$ cat src/rtl/riscv_pkg.sv
// Shared RV32I definitions: opcodes, the canonical NOP, next-PC select
// encodings and the fetch-stage FSM state type.
package riscv_pkg;

    localparam logic [6:0] OPC_LUI    = 7'b0110111;
    localparam logic [6:0] OPC_AUIPC  = 7'b0010111;
    localparam logic [6:0] OPC_JAL    = 7'b1101111;
    localparam logic [6:0] OPC_JALR   = 7'b1100111;
    localparam logic [6:0] OPC_BRANCH = 7'b1100011;
    localparam logic [6:0] OPC_LOAD   = 7'b0000011;
    localparam logic [6:0] OPC_STORE  = 7'b0100011;
    localparam logic [6:0] OPC_OP_IMM = 7'b0010011;
    localparam logic [6:0] OPC_OP     = 7'b0110011;
    localparam logic [6:0] OPC_SYSTEM = 7'b1110011;

    // addi x0, x0, 0
    localparam logic [31:0] NOP_INSN = 32'h0000_0013;

    localparam logic [1:0] NPC_PC4  = 2'b00;
    localparam logic [1:0] NPC_BR   = 2'b01;
    localparam logic [1:0] NPC_JAL  = 2'b10;
    localparam logic [1:0] NPC_JALR = 2'b11;

    typedef enum logic {
        ST_BOOT = 1'b0,
        ST_RUN  = 1'b1
    } if_state_e;

    function automatic logic [31:0] word_align(input logic [31:0] a);
        return {a[31:2], 2'b00};
    endfunction

endpackage

$ cat src/rtl/if_pc_gen.sv
// Next-PC selection for the fetch stage: boot vector, EX redirect targets
// (word-aligned), stall hold or sequential pc+4, plus the BRAM read enable.
module if_pc_gen
    import riscv_pkg::*;
#(
    parameter logic [31:0] RESET_PC = 32'h0000_0000
) (
    input  logic        boot,
    input  logic [31:0] pc,
    input  logic        pc_en,
    input  logic [1:0]  npc_mux_sel,
    input  logic [31:0] br_target,
    input  logic [31:0] jal_target,
    input  logic [31:0] jalr_target,
    output logic [31:0] next_pc,
    output logic        im_en,
    output logic        redirect
);

    logic [31:0] target;

    always_comb begin
        target   = br_target;
        redirect = (npc_mux_sel != NPC_PC4);
        case (npc_mux_sel)
            NPC_BR:   target = br_target;
            NPC_JAL:  target = jal_target;
            NPC_JALR: target = jalr_target & ~32'h1;
            default:  target = br_target;
        endcase

        // Boot beats redirect beats stall beats sequential fetch.
        if (boot)
            next_pc = RESET_PC;
        else if (redirect)
            next_pc = word_align(target);
        else if (!pc_en)
            next_pc = pc;
        else
            next_pc = pc + 32'd4;

        im_en = boot | redirect | pc_en;
    end

endmodule

$ cat src/rtl/if_stage.sv
// RV32I instruction-fetch stage: PC register, BRAM fetch, IF/ID register.
// Optional IF_PERF_CNT_EN macro adds saturating stall/flush counters.
module if_stage
    import riscv_pkg::*;
#(
    parameter logic [31:0] RESET_PC = 32'h0000_0000,
    parameter int          IM_AW    = 10
) (
    input  logic             clk,
    input  logic             rstn,
    input  logic             pc_en,
    input  logic             if_id_en,
    input  logic [1:0]       npc_mux_sel,
    input  logic [31:0]      br_target,
    input  logic [31:0]      jal_target,
    input  logic [31:0]      jalr_target,
    output logic [IM_AW-1:0] im_addr,
    output logic             im_en,
    input  logic [31:0]      im_rdata,
    output logic [31:0]      if_pc,
    output logic [31:0]      id_pc,
    output logic [31:0]      id_pc4,
    output logic [31:0]      id_is,
    output logic             id_valid,
    output logic [31:0]      perf_stall_cnt,
    output logic [31:0]      perf_flush_cnt
);

    if_state_e   state_q, state_d;
    logic [31:0] pc_q, pc_d;
    logic [31:0] id_is_q, id_is_d;
    logic [31:0] id_pc_q, id_pc_d;
    logic [31:0] id_pc4_q, id_pc4_d;
    logic        id_valid_q, id_valid_d;
    logic [31:0] next_pc;
    logic        redirect;
    logic        boot;

    assign boot = (state_q == ST_BOOT);

    if_pc_gen #(.RESET_PC(RESET_PC)) u_pc_gen (
        .boot        (boot),
        .pc          (pc_q),
        .pc_en       (pc_en),
        .npc_mux_sel (npc_mux_sel),
        .br_target   (br_target),
        .jal_target  (jal_target),
        .jalr_target (jalr_target),
        .next_pc     (next_pc),
        .im_en       (im_en),
        .redirect    (redirect)
    );

    assign im_addr = next_pc[IM_AW+1:2];

    always_comb begin
        state_d    = ST_RUN;
        // pc only moves when the BRAM is read, keeping pc and im_rdata paired.
        pc_d       = im_en ? next_pc : pc_q;
        id_is_d    = id_is_q;
        id_pc_d    = id_pc_q;
        id_pc4_d   = id_pc4_q;
        id_valid_d = id_valid_q;
        if (boot || redirect) begin
            id_is_d    = NOP_INSN;
            id_valid_d = 1'b0;
        end else if (if_id_en) begin
            id_is_d    = im_rdata;
            id_pc_d    = pc_q;
            id_pc4_d   = pc_q + 32'd4;
            id_valid_d = 1'b1;
        end
    end

    always_ff @(posedge clk or negedge rstn) begin
        if (!rstn) begin
            state_q    <= ST_BOOT;
            pc_q       <= RESET_PC;
            id_is_q    <= NOP_INSN;
            id_pc_q    <= 32'd0;
            id_pc4_q   <= 32'd0;
            id_valid_q <= 1'b0;
        end else begin
            state_q    <= state_d;
            pc_q       <= pc_d;
            id_is_q    <= id_is_d;
            id_pc_q    <= id_pc_d;
            id_pc4_q   <= id_pc4_d;
            id_valid_q <= id_valid_d;
        end
    end

    assign if_pc    = pc_q;
    assign id_is    = id_is_q;
    assign id_pc    = id_pc_q;
    assign id_pc4   = id_pc4_q;
    assign id_valid = id_valid_q;

    // Hazard unit must never advance the PC while freezing IF/ID.
    a_no_pc_adv_with_ifid_hold : assert property (
        @(posedge clk) disable iff (!rstn)
        (!boot && !redirect) |-> !(pc_en && !if_id_en)
    );

`ifdef IF_PERF_CNT_EN
    logic [31:0] stall_cnt_q, stall_cnt_d;
    logic [31:0] flush_cnt_q, flush_cnt_d;

    function automatic logic [31:0] sat_inc(input logic [31:0] v);
        return (v == 32'hFFFF_FFFF) ? v : v + 32'd1;
    endfunction

    always_comb begin
        stall_cnt_d = stall_cnt_q;
        flush_cnt_d = flush_cnt_q;
        if (!boot && !pc_en && !redirect)
            stall_cnt_d = sat_inc(stall_cnt_q);
        if (redirect)
            flush_cnt_d = sat_inc(flush_cnt_q);
    end

    always_ff @(posedge clk or negedge rstn) begin
        if (!rstn) begin
            stall_cnt_q <= 32'd0;
            flush_cnt_q <= 32'd0;
        end else begin
            stall_cnt_q <= stall_cnt_d;
            flush_cnt_q <= flush_cnt_d;
        end
    end

    assign perf_stall_cnt = stall_cnt_q;
    assign perf_flush_cnt = flush_cnt_q;
`else
    assign perf_stall_cnt = 32'd0;
    assign perf_flush_cnt = 32'd0;
`endif

endmodule
$ cat config.mk
export PLATFORM = sky130hd
export DESIGN_NAME = if_stage
export DESIGN_NICKNAME = d
export VERILOG_FILES = /design/src/rtl/riscv_pkg.sv /design/src/rtl/if_pc_gen.sv /design/src/rtl/if_stage.sv
export SDC_FILE = /design/constraint.sdc
export NUM_CORES = 1
export LEC_CHECK = 0
export ABC_AREA = 1
export BUFFER_PORTS_ARGS = -buffer_cell sky130_fd_sc_hd__clkbuf_2
export CORE_MARGIN = 8
export CORE_UTILIZATION = 44
export CTS_BUF_LIST = sky130_fd_sc_hd__clkbuf_4 sky130_fd_sc_hd__clkbuf_8 sky130_fd_sc_hd__clkbuf_16
export DETAILED_ROUTE_END_ITERATION = 8
export PLACE_DENSITY_LB_ADDON = 0.08
export SLEW_MARGIN = 20
export SYNTH_ARGS = -nofsm -noshare
export SYNTH_HDL_FRONTEND = slang
export SYNTH_HIERARCHICAL = 1
export SYNTH_SLANG_ARGS = --single-unit
$ cat constraint.sdc
create_clock -name clk -period 1.6 [get_ports clk]
set_input_delay 0.16 -clock clk [delete_from_list [all_inputs] [get_ports clk]]
set_output_delay 0.16 -clock clk [all_outputs]
set_load 0.02 [all_outputs]
; ---- Word-level counts from Yosys, hierarchy flattened
; Cells that the tools add are included.
[op_classes]
reduce_logical = 5
bitwise_logic = 4
n_eq_ne = 3
muxes = 8
add_sub_neg = 1
[op_table]
columns = cell, n
row1 = $mux 32, 5
row2 = $pmux 32 s2, 1
row3 = $add 32x3->32 const B, 1
row4 = $eq 2x2->1 const B, 2
row5 = $reduce_and 2->1, 2
row6 = $reduce_bool 2->1, 2
row7 = $ne 3x2->1 const B, 1
row8 = $mux 1, 2
row9 = $not 1->1, 2
row10 = $or 1x1->1, 2
row11 = $logic_or 1x1->1, 1
[word_totals]
register_bits = 130
elab_cells = 28
out_inout_bits = 204
in_bits = 134

; ---- Longest topological paths before layout
[depth]
word_depth = 4
ltp_mapped = 13
mapped_depth_nobuf = 12

; ---- By module
; Netlist, hierarchy kept.
[modules_own_cells]
columns = module, cells_each, area_per_inst_um2, n_inst, seq_area_each_um2
row1 = if_stage, 684, 5992.0, 1, 3206.8
row2 = if_pc_gen, 371, 1834.3, 1, 0.0

; ---- Worst setup path before layout
; No wires, ideal clock.
[synth_path]
path_kind = reg-to-reg
startpoint = register pc_q[2], in the netlist if_pc[2]
endpoint = register pc_q[8], in the netlist if_pc[8]
path_stages_with_launch = 10
arrival_ns = 1.733
setup_time_ns = 0.083
period_less_slack_ns = 1.815
t_required_ns = 1.517
n_path_buf = 0
setup_slack_ns = -0.215
path_cell_list = dfrtp_1 > ha_1 > nand2_2 > nor2_4 > nand2_4 > o21ai_0 > nand2_1 > nor2_1 > nand2_1 > o21ai_0
[synth_via]
elab_chain_cells = 4
[synth_rtl]
columns = item, line
row1 = from (decl), if_stage.sv:30  ; logic [31:0] pc_q, pc_d;
row2 = from (signal assigned), if_stage.sv:85  ; pc_q <= pc_d;
row3 = $add 32x3->32, if_pc_gen.sv:40  ; next_pc = pc + 32'd4;
row4 = $mux 32, if_pc_gen.sv:37  ; else if (!pc_en)
row5 = $mux 32, if_pc_gen.sv:35  ; else if (redirect)
row6 = $mux 32, if_pc_gen.sv:33  ; if (boot)
row7 = via im_addr[6], if_stage.sv:17  ; output logic [IM_AW-1:0] im_addr,
; The timed path passes the listed nets, and every way through them passes these cells. The select of a mux whose other input is x is not followed.
; A chain may end at the register's enable or synchronous reset.

; ---- Worst setup path after layout
[layout_path]
startpoint = register pc_q[4], in the netlist if_pc[4]
endpoint = output im_addr[9]
[layout_via]
elab_chain_cells = 4
[layout_rtl]
columns = item, line
row1 = $add 32x3->32, if_pc_gen.sv:40
row2 = $mux 32, if_pc_gen.sv:37
row3 = $mux 32, if_pc_gen.sv:35
row4 = $mux 32, if_pc_gen.sv:33
row5 = to (decl), if_stage.sv:17
; Every way passes these cells. The select of a mux whose other input is x is not followed.

==> run metrics <==
vias in the first global route=8503; clock buffer count from CTS=17; Final WS setup=-0.377 ns; Tcrit/Tclk final=1.24; share of post-route cells with drive strength above 1=0.368; Seq. cell area=~3200 µm²; Critical Path Fanout Max=5; # fillers=approximately 1500; pwr/cell area=965 nW/µm²; cells on worst reg2reg path=12; Reg2Reg Setup Slack=-0.26 ns; failing checks=negative setup slack; leak pwr=0.00589 µW; die area=22300 µm²; Reg clk slew, reported paths=0.06 ns; Data arrival, critical path=~1.8 ns; Final GP Congestion=just under 0.9; area post-placement=9830 µm²; RSZ-0062 raised after global routing=yes; area leader, netlist=dfrtp_1; Worst VDD drop=~830 µV; DRT Pass-1 Iters=5; max_cap viols=0; Buffers on Ports=267; XOR/XNOR Fraction of Synth Area=0.00783; Seq cells post-synth=128; top_reg_cell synth=dfrtp_1; DP HPWL=between 20000 and 25000 µm; Root Driver=clkbuf_16; CP Launch Type=flop; Mapped Avg Cell Area=~7.4 µm²; Final Util=0.661; via/cell ratio=5.05; clock skew=~0.0073 ns; clk buf depth=2; synthesized netlist cell count=approximately 1100; global-route wire length before repair=45300 µm; GRT Util Overall=0.257; clk sinks=128; largest net degree at the start of global routing=62; Initial Utilization=0.451; Die H=149 µm; setup_tns=-5.74 ns; WS Path Type=flop to output pin; HP Start=if_id_en; DR vias=roughly 8500; H-tree levels=4; outcome=finished with violations; mux cell area share after synthesis=0; worst-path cell chain=nand2_1 -> nor2_4 -> nand2_4 -> o21ai_2 -> nand2_1 -> o21ai_1 -> inv_1 -> clkbuf_8; asr flop ratio synth=1.00; core area=17400 µm²; compound-gate portion of the synthesized area=0.166; Total Wirelength=29300 µm; Rows=between 40 and 50; R2R Path End=if_pc[11]$_DFFE_PN0P_; area of the multi-input gates=4030 µm²; Adder-Cell Fraction of Synth Area=0.00320; Place WS=-0.100 ns; f_max=506 MHz; WP buf/inv=2; most frequent CP cell=nand2_1; drt wl/cell=roughly 17 µm; count of different cell masters after synthesis=42; Worst path max stage delay=between 0.4 and 0.5 ns; synthesized area=roughly 7800 µm²; reg2reg start=if_pc[4]$_DFFE_PN0P_; area delta synth->final=46.7%; Seq/Total Area, Yosys=0.410; GRT overflow=0; Yosys top cell area share=0.400; most frequent cells in the layout=clkbuf_2 (255), nand2_1 (232), dfrtp_1 (110); cell family with most CP delay=simple AND/OR/NAND/NOR gates; finished layout cell area=approximately 11000 µm²; largest family of logic cells by synthesized area=simple AND/OR/NAND/NOR gates; Die X=149 µm; Max stage delay cell, worst path=dfrtp_2; crit end category=output pin; CTS tree=built; Antenna diodes=0; top post-synthesis cells by area=dfrtp_1 (40%), nand2_1 (12%), o21ai_0 (7.2%); Final ANT Viol Nets=0; io pins=338; DRC=0; layout net count=around 1600; synth warn=6; Final setup violation count=34; min cycle time layout=1.98 ns; worst-skew pair later-pin latency=0.41 ns; Hold Path End=id_valid$_DFFE_PN0P_; initial antenna violation count=0; Hold Path Cell Cnt=3; Simple-Gate Fraction of Synth Area=0.266; EDFF count, synth=0; detailed router's first-iteration violation count=579; CP Data Required Time=1.44 ns; Hold Path Class=input port to flop; final slew viol count=0; leading cell type in the layout, fill and taps excluded=clkbuf_2; final hold vios=0
## cell usage after synthesis (2+ instances only)
master    number
a21boi_0       3
a22o_1        29
o21ai_0      112
ha_1           2
and2_1         2
inv_2          6
nand3_1       76
buf_4         72
xor2_1         4
conb_1         2
o22a_1         3
nand2_1      242
o21ai_1       22
buf_6          4
dfrtp_1      125
o21a_1         4
nand2_4        2
nor2_1       115
clkbuf_1      19
buf_2         16
nor2_4        10
o22ai_1       28
nor2_2         7
xnor2_1        3
nand2_2        6
a21oi_1       10
dfstp_2        3
inv_1         98
nor3_1         4
nand4_1       14
## through the flow
stage	total power (µW)	std cells	hold slack, ns
after global routing	11600	1691	0.0742
after detailed placement	6690	1596	0.0987
after floorplan	5500	1118	-0.136
after CTS	11100	1679	0.0736
final	11100	1691	0.0840
after global placement	6660	1596	0.0918
## layout make-up
type,instances,area share
multi-input cells,775,0.351
flip-flops and latches,128,0.281
repair buffers,427,0.254
clock buffers,25,0.0434
inverters,104,0.0344
well taps,225,0.0245
clock inverters,7,0.0118
## layer usage
| layer | up-vias | track usage | routed length (µm) |
|---|---|---|---|
| met1 | 4032 | 0.320 | 11900 |
| met3 | 73 | 0.0655 | 1940 |
| met5 | - | 0 | 0 |
| met4 | 0 | 0.106 | 1210 |
| li1 | 4125 | - | - |
| met2 | 312 | 0.418 | 14200 |
## logic make-up after synthesis
logic type,Yosys count
and+or+nand+nor,480
AOI/OAI and AO/OA,220
buffers and inverters,216
DFF,128
xor gates and xnor gates,7
adders and majority gates,2
other,2
## worst max-delay path by stage
stage                               from                     to  cells after the start
floorplan           if_pc[2]$_DFFE_PN0P_  if_pc[26]$_DFFE_PN0P_                     12
global placement    if_pc[8]$_DFFE_PN0P_  if_pc[26]$_DFFE_PN0P_                     11
detailed placement  if_pc[2]$_DFFE_PN0P_  if_pc[26]$_DFFE_PN0P_                     12
CTS                 if_pc[2]$_DFFE_PN0P_             im_addr[6]                      8
global route        if_pc[4]$_DFFE_PN0P_             im_addr[9]                      8
finish              if_pc[4]$_DFFE_PN0P_             im_addr[9]                      8
## state kept, by name (all words and copies together), names as in the netlist
register  cells
state_q       1
id_is        32
id_pc4       30
if_pc        32
id_pc        32
id_valid      1
## tightest hold or removal path, stage by stage
cell and delay, ns:
clkbuf_2 0.13, nor2_1 0.12, nor2_1 0.05
## report_power, final
| part | internal [µW] | leakage (µW) | switching [µW] | total [µW] |
|---|---|---|---|---|
| combinational | 1120 | 0.00391 | 1850 | 2970 |
| sequential | 3630 | 0.00166 | 321 | 3950 |
| clock | 2790 | 0.000320 | 1370 | 4160 |
## what timing repair did
item / 4_1_cts / 5_1_grt
gates cloned: 2 / 2
hold endpoints to repair: 51 / 0
pin swaps: 19 / 23
setup buffers: 16 / 11
hold buffers: 33 / 0
gates resized for setup: 69 / 71
setup endpoints to repair: 30 / 56
(Power assumes the default switching activity.)
